--- src/rtl/alu_result_buffer.sv ---
// Registered FIFO between the ALU and writeback: holds result/opcode/flags under a
// valid/ready handshake and keeps saturating overflow/error event counts.
module alu_result_buffer #(
  parameter int unsigned DEPTH = 4,
  parameter int unsigned CNT_W = 8
) (
  input  logic                     clk,
  input  logic                     rstN,
  input  logic                     in_valid,
  output logic                     in_ready,
  input  logic signed [31:0]       in_result,
  input  logic [3:0]               in_opcode,
  input  logic                     in_overflow,
  input  logic                     in_error,
  output logic                     out_valid,
  input  logic                     out_ready,
  output logic signed [31:0]       out_result,
  output logic [3:0]               out_opcode,
  output logic                     out_overflow,
  output logic                     out_error,
  output logic [$clog2(DEPTH):0]   fill_level,
  output logic [CNT_W-1:0]         ovf_count,
  output logic [CNT_W-1:0]         err_count,
  input  logic                     cnt_clear
);

  localparam int unsigned PTR_W   = $clog2(DEPTH);
  localparam int unsigned FILL_W  = PTR_W + 1;
  localparam int unsigned ENTRY_W = 38;

  logic [ENTRY_W-1:0] r_mem [DEPTH];
  logic [PTR_W-1:0]   r_wr_ptr;
  logic [PTR_W-1:0]   r_rd_ptr;
  logic [FILL_W-1:0]  r_fill;
  logic [CNT_W-1:0]   r_ovf_cnt;
  logic [CNT_W-1:0]   r_err_cnt;

  logic               w_push;
  logic               w_pop;
  logic [ENTRY_W-1:0] w_head;

  assign in_ready  = (r_fill != FILL_W'(DEPTH));
  assign out_valid = (r_fill != '0);
  assign w_push    = in_valid & in_ready;
  assign w_pop     = out_valid & out_ready;

  // Storage carries no reset; only valid entries are ever exposed.
  always_ff @(posedge clk) begin
    if (w_push) begin
      r_mem[r_wr_ptr] <= {in_opcode, in_overflow, in_error, in_result};
    end
  end

  // Pointers wrap naturally since DEPTH is a power of two.
  always_ff @(posedge clk or negedge rstN) begin
    if (!rstN) begin
      r_wr_ptr <= '0;
      r_rd_ptr <= '0;
      r_fill   <= '0;
    end else begin
      if (w_push) begin
        r_wr_ptr <= r_wr_ptr + PTR_W'(1);
      end
      if (w_pop) begin
        r_rd_ptr <= r_rd_ptr + PTR_W'(1);
      end
      case ({w_push, w_pop})
        2'b10:   r_fill <= r_fill + FILL_W'(1);
        2'b01:   r_fill <= r_fill - FILL_W'(1);
        default: r_fill <= r_fill;
      endcase
    end
  end

  // Event counters: clear has priority, increments saturate at all-ones.
  always_ff @(posedge clk or negedge rstN) begin
    if (!rstN) begin
      r_ovf_cnt <= '0;
      r_err_cnt <= '0;
    end else if (cnt_clear) begin
      r_ovf_cnt <= '0;
      r_err_cnt <= '0;
    end else if (w_push) begin
      if (in_overflow && (r_ovf_cnt != '1)) begin
        r_ovf_cnt <= r_ovf_cnt + CNT_W'(1);
      end
      if (in_error && (r_err_cnt != '1)) begin
        r_err_cnt <= r_err_cnt + CNT_W'(1);
      end
    end
  end

  assign w_head       = r_mem[r_rd_ptr];
  assign out_result   = out_valid ? w_head[31:0] : '0;
  assign out_error    = out_valid ? w_head[32]   : 1'b0;
  assign out_overflow = out_valid ? w_head[33]   : 1'b0;
  assign out_opcode   = out_valid ? w_head[37:34] : '0;
  assign fill_level   = r_fill;
  assign ovf_count    = r_ovf_cnt;
  assign err_count    = r_err_cnt;

endmodule

--- config.mk ---
export PLATFORM = sky130hd
export DESIGN_NAME = alu_result_buffer
export DESIGN_NICKNAME = d
export VERILOG_FILES = /design/src/rtl/alu_result_buffer.sv
export SDC_FILE = /design/constraint.sdc
export NUM_CORES = 1
export LEC_CHECK = 0
export ABC_AREA = 1
export CAP_MARGIN = 20
export CORE_UTILIZATION = 30
export DETAILED_ROUTE_END_ITERATION = 8
export GPL_TIMING_DRIVEN = 0
export SYNTH_ARGS = -nofsm -noshare
export SYNTH_HDL_FRONTEND = slang
export SYNTH_SLANG_ARGS = --single-unit
--- constraint.sdc ---
create_clock -name clk -period 2.7 [get_ports clk]
set_input_delay 0.27 -clock clk [delete_from_list [all_inputs] [get_ports clk]]
set_output_delay 0.27 -clock clk [all_outputs]
set_load 0.01 [all_outputs]
==> results of run 1 <==
-- sequential cells by signal, indices dropped and copies added, names as in the netlist --
signal,flops
r_mem,152
fill_level,3
r_rd_ptr,2
r_wr_ptr,2
ovf_count,8
err_count,8
-- metrics by stage --
step	cells	setup TNS [ns]	hold slack [ns]
global route	1099	0	0.258
floorplan	637	-13.95	-0.0256
CTS	1099	0	0.231
global placement	1062	-254.02	0.530
detailed placement	1067	0	0.538
finish	1099	0	0.229
-- synth_stat cells --
cell                         n  area, um^2
sky130_fd_sc_hd__a21boi_4    1        18.8
sky130_fd_sc_hd__nor2_2      3        18.8
sky130_fd_sc_hd__nand3b_1    3        22.5
sky130_fd_sc_hd__xor2_1      7        61.3
sky130_fd_sc_hd__a21oi_1    22         110
sky130_fd_sc_hd__buf_6       4        45.0
sky130_fd_sc_hd__o21ai_1    40         200
sky130_fd_sc_hd__nand2_1    47         176
sky130_fd_sc_hd__inv_1      18        67.6
sky130_fd_sc_hd__a21oi_2    20         175
sky130_fd_sc_hd__edfxtp_1  152        4560
sky130_fd_sc_hd__buf_1       1        3.75
sky130_fd_sc_hd__nand3_4     1        17.5
sky130_fd_sc_hd__nand3_1    30         150
sky130_fd_sc_hd__nor2_4      2        22.5
sky130_fd_sc_hd__clkbuf_1    6        22.5
sky130_fd_sc_hd__buf_12      3        60.1
sky130_fd_sc_hd__xnor2_1     2        17.5
sky130_fd_sc_hd__nor2_1    172         646
sky130_fd_sc_hd__fa_1        1        20.0
sky130_fd_sc_hd__nand2_4     1        11.3
sky130_fd_sc_hd__buf_2      15        75.1
sky130_fd_sc_hd__inv_4       1        6.26
sky130_fd_sc_hd__and2_1      1        6.26
sky130_fd_sc_hd__o21bai_1    2        15.0
sky130_fd_sc_hd__inv_2       4        15.0
sky130_fd_sc_hd__dfrtp_1    23         576
sky130_fd_sc_hd__ha_1        7        87.6
sky130_fd_sc_hd__buf_4       3        22.5
sky130_fd_sc_hd__nand2_2     3        18.8
sky130_fd_sc_hd__nand3_2     1        10.0
sky130_fd_sc_hd__o21ai_0    41         205
-- repair_timing --
action                     CTS  global route
buffers inserted             0             0
setup endpoints to repair    8             0
resized for setup            3             0
-- power groups by stage --
stage | registers, mW | clock network, mW | logic [mW]
5_1_grt | 3.69 | 2.54 | 4.99
3_3_place_gp | 3.75 | 0 | 4.44
4_1_cts | 3.65 | 2.44 | 4.63
2_1_floorplan | 3.72 | 0 | 2.46
3_5_place_dp | 3.70 | 0 | 4.60
6_report | 3.65 | 2.40 | 4.52
-- routing by layer --
layer	part of all wire, %	vias to the layer above	GRT usage (%)	wire [um]
met5	0	-	0	0
met2	49	125	24.0	8550
li1	-	2459	-	-
met1	44	2330	17.4	7670
met3	5.8	16	3.71	1000
met4	1.1	0	3.77	188
-- cells by family after synthesis --
| kind of cell | share of synthesized area [%] |
|---|---|
| AO/OA/AOI/OAI | 9.70 |
| XOR/XNOR | 1.06 |
| adder cells (fa/ha/maj) | 1.44 |
| buffers and inverters | 4.26 |
| flip-flops | 68.8 |
| AND/OR/NAND/NOR | 14.7 |
-- area by class of cell --
type                       count  share of cell area, %
clock buffer                  18                   4.47
timing repair buffer         106                   11.6
buffer                        32                   2.42
inverter                      23                  0.925
clock inverter                14                   1.56
multi-input combinational    407                   21.3
tap                          324                   4.22
sequential                   175                   53.5
-- how the worst max path moves through the flow --
stage	cells past startpoint	end	slack, ns	start
finish	7	out_result[17]	0.15	r_rd_ptr[0]
floorplan	4	r_mem[0][0]	-0.09	fill_level[0]
CTS	7	out_result[28]	0.09	r_rd_ptr[0]
global placement	3	r_mem[1][21]	-1.78	in_valid
global route	7	out_opcode[2]	0.02	r_rd_ptr[0]
detailed placement	6	out_result[28]	0.42	r_rd_ptr[0]
==> results list, run 1 <==
- The flow ran to the end, and the final reports show no timing, DRC or antenna violations.
- Area occupied by registers: between 0.005 and 0.006 mm^2
* Reg power frac: between 30% and 40%
* Overall Power: ~11 mW
- Total area of multi-input combinational cells: around 0.002 mm^2
* Slew at the pin closest to its max-slew limit: between 0.8 and 0.9 ns
- Worst min path class: in -> async
- In this run the cell area measured after placement is approximately 0.0090 mm^2.
- WL/cell: between 15 and 20 um
- Setup violations remaining at the end of the flow were counted as 0.
* Number of top-level pins: approximately 100
- In this run the static leakage power is 3.41 nW.
- Number of global-route vias before repair: ~4800
- Depth of the worst register-to-register path: 9
- Portion of the post-synthesis area used by sequential elements: 68.8%
* Synth warn: 0
- After synthesis the cells add up to 0.00747 mm^2.
- Cells with a size suffix above 1 make up approximately 13% of the layout.
- In the global route stage, overall resource usage came out at between 10 and 15%.
- For this run the aggregate overflow at the end of global routing stands at 0.
- The area growth from synthesis to layout is 28.5%.
- Power per cell area: between 1000 and 1500 mW/mm^2
- Total number of placement rows: 57
- Number of routed nets with antenna violations: 0
- Buffers inserted to repair hold after CTS numbered 0.
* Cells along the critical path: buf_6 -> inv_2 -> buf_4 -> buf_2 -> o21ai_1 -> a21oi_2 -> clkdlybuf4s50_1
- Vias after detailed routing: around 5000
- After layout, the worst path uses between 90 and 100% of the clock period.
- #FFs+latches synth: approximately 180
- RSZ-0062 raised after global routing: false
- Slowest cell on crit path: sky130_fd_sc_hd__clkdlybuf4s50_1
* CTS Root Buffer Type: sky130_fd_sc_hd__clkbuf_16
- Via density: between 4 and 5
* Clock slew seen by the registers of the worst setup and hold paths: ~0.07 ns
- Antenna violations before repair: 0
* Peak clock frequency supported by timing: about 400 MHz
* Worst path required time: between 2 and 2.5 ns
* Worst clock skew on the final layout: about 0.011 ns
- Synthesized area per cell: around 12 um^2
- After layout, the worst setup slack is approximately 0.15 ns.
- Gate Count Post-Synth: ~640
* Final antenna diode count: 0
* DIE HEIGHT: around 160 um
* Wire length of the first global-routing pass: 26.9 mm
- Once the floorplan was initialized, standard cells occupied a little under a third of the core.
- Cell internal power was estimated by the tool at around 6.8 mW.
* Worst r2r dst: fill_level[2]
* Kind of cell adding the most delay to the critical path: buffers and inverters
- Drt pass-1 iters: 4
- Routability Congestion: approximately 0.80
- Initial DRC Count: approximately 260
- On the worst path, the slowest cell contributes a delay of about 0.56 ns.
- The later pin in the worst-skew pair is clocked with a latency of approximately 0.43 ns.
* Relative contribution of combinational cells to total power: between 40% and 50%
* Clock tree from TritonCTS: built
* Max-slew headroom at the worst pin: a little over two fifths
- Endpoint type of the worst setup path: output port
* WP data arrival: between 2 and 2.5 ns
- Largest net degree at the start of global routing: 28
- The number of nets handed over by synthesis was between 600 and 700.
* Sort of element at the start of the critical path: flop
- DP HPWL: between 10 and 15 mm
- Max cap viols: 0
* Nets@finish: about 800
- Commonest cells after routing, fill and taps aside: 168 x sky130_fd_sc_hd__nor2_1, 152 x sky130_fd_sc_hd__edfxtp_1, 101 x sky130_fd_sc_hd__clkdlybuf4s50_1
- The number of pins with negative max-slew slack in the final report is 0.
- Most common cell after layout, fill and taps aside: sky130_fd_sc_hd__nor2_1
* WS Path Type: reg -> out
- Fill cell count: about 2300
- DIE AREA: around 0.026 mm^2
- Counting distinct cell types in the post-synthesis netlist gives 32.
* Core occupancy in the finished layout: about two fifths
* Placeable core region: 0.0244 mm^2
* Final standard cell area without fillers: 0.00960 mm^2
- The die is 160 um wide.
- Counting every sink on the clock net gives approximately 180.
- The final layout contains routed wiring with a total length of about 17 mm.
- Buf+Inv Stages, Crit Path: 5
* Switching Fraction: roughly 36%
* Post-place setup slack: between 0.4 and 0.5 ns
- Num CTS Buffers: 17
* Clock network fraction of total power: 22.7%
- The number of endpoints with negative hold slack in the final report is 0.
- H-tree Lvls: 4
- Worst-path maximum fanout: 10
- Port Buffers: approximately 100
* Final routed DRC violation total: 0
- Switch Pwr: roughly 3.8 mW
- Counting along the longest clock path gives a buffer depth of 2.
- Time the worst path needs with I/O delays and setup: 2.55 ns
- The startpoint identified for the worst register-to-register timing path is fill_level[1].
* Worst IR drop on VDD: 0.548 mV
- Worst reg-to-reg setup slack: around 0.54 ns
No activity file was read; power rests on OpenSTA's default activity.
==> inputs of run 2 (changes only) <==
--- a/config.mk
+++ b/config.mk
@@ -10,6 +10,7 @@
 export CORE_UTILIZATION = 30
 export DETAILED_ROUTE_END_ITERATION = 8
 export GPL_TIMING_DRIVEN = 0
+export SKIP_CTS_REPAIR_TIMING = 1
 export SYNTH_ARGS = -nofsm -noshare
 export SYNTH_HDL_FRONTEND = slang
 export SYNTH_SLANG_ARGS = --single-unit
==> results of run 2 <==
No change in the layout: final DEF, timing and power equal those of run 1.
==> inputs of run 3 (changes only) <==
--- a/config.mk
+++ b/config.mk
@@ -9,6 +9,7 @@
 export CAP_MARGIN = 20
 export CORE_UTILIZATION = 30
 export DETAILED_ROUTE_END_ITERATION = 8
+export GPL_ROUTABILITY_DRIVEN = 1
 export GPL_TIMING_DRIVEN = 0
 export SKIP_CTS_REPAIR_TIMING = 1
 export SYNTH_ARGS = -nofsm -noshare
==> results of run 3 <==
No change in the layout: final DEF, timing and power equal those of run 1.
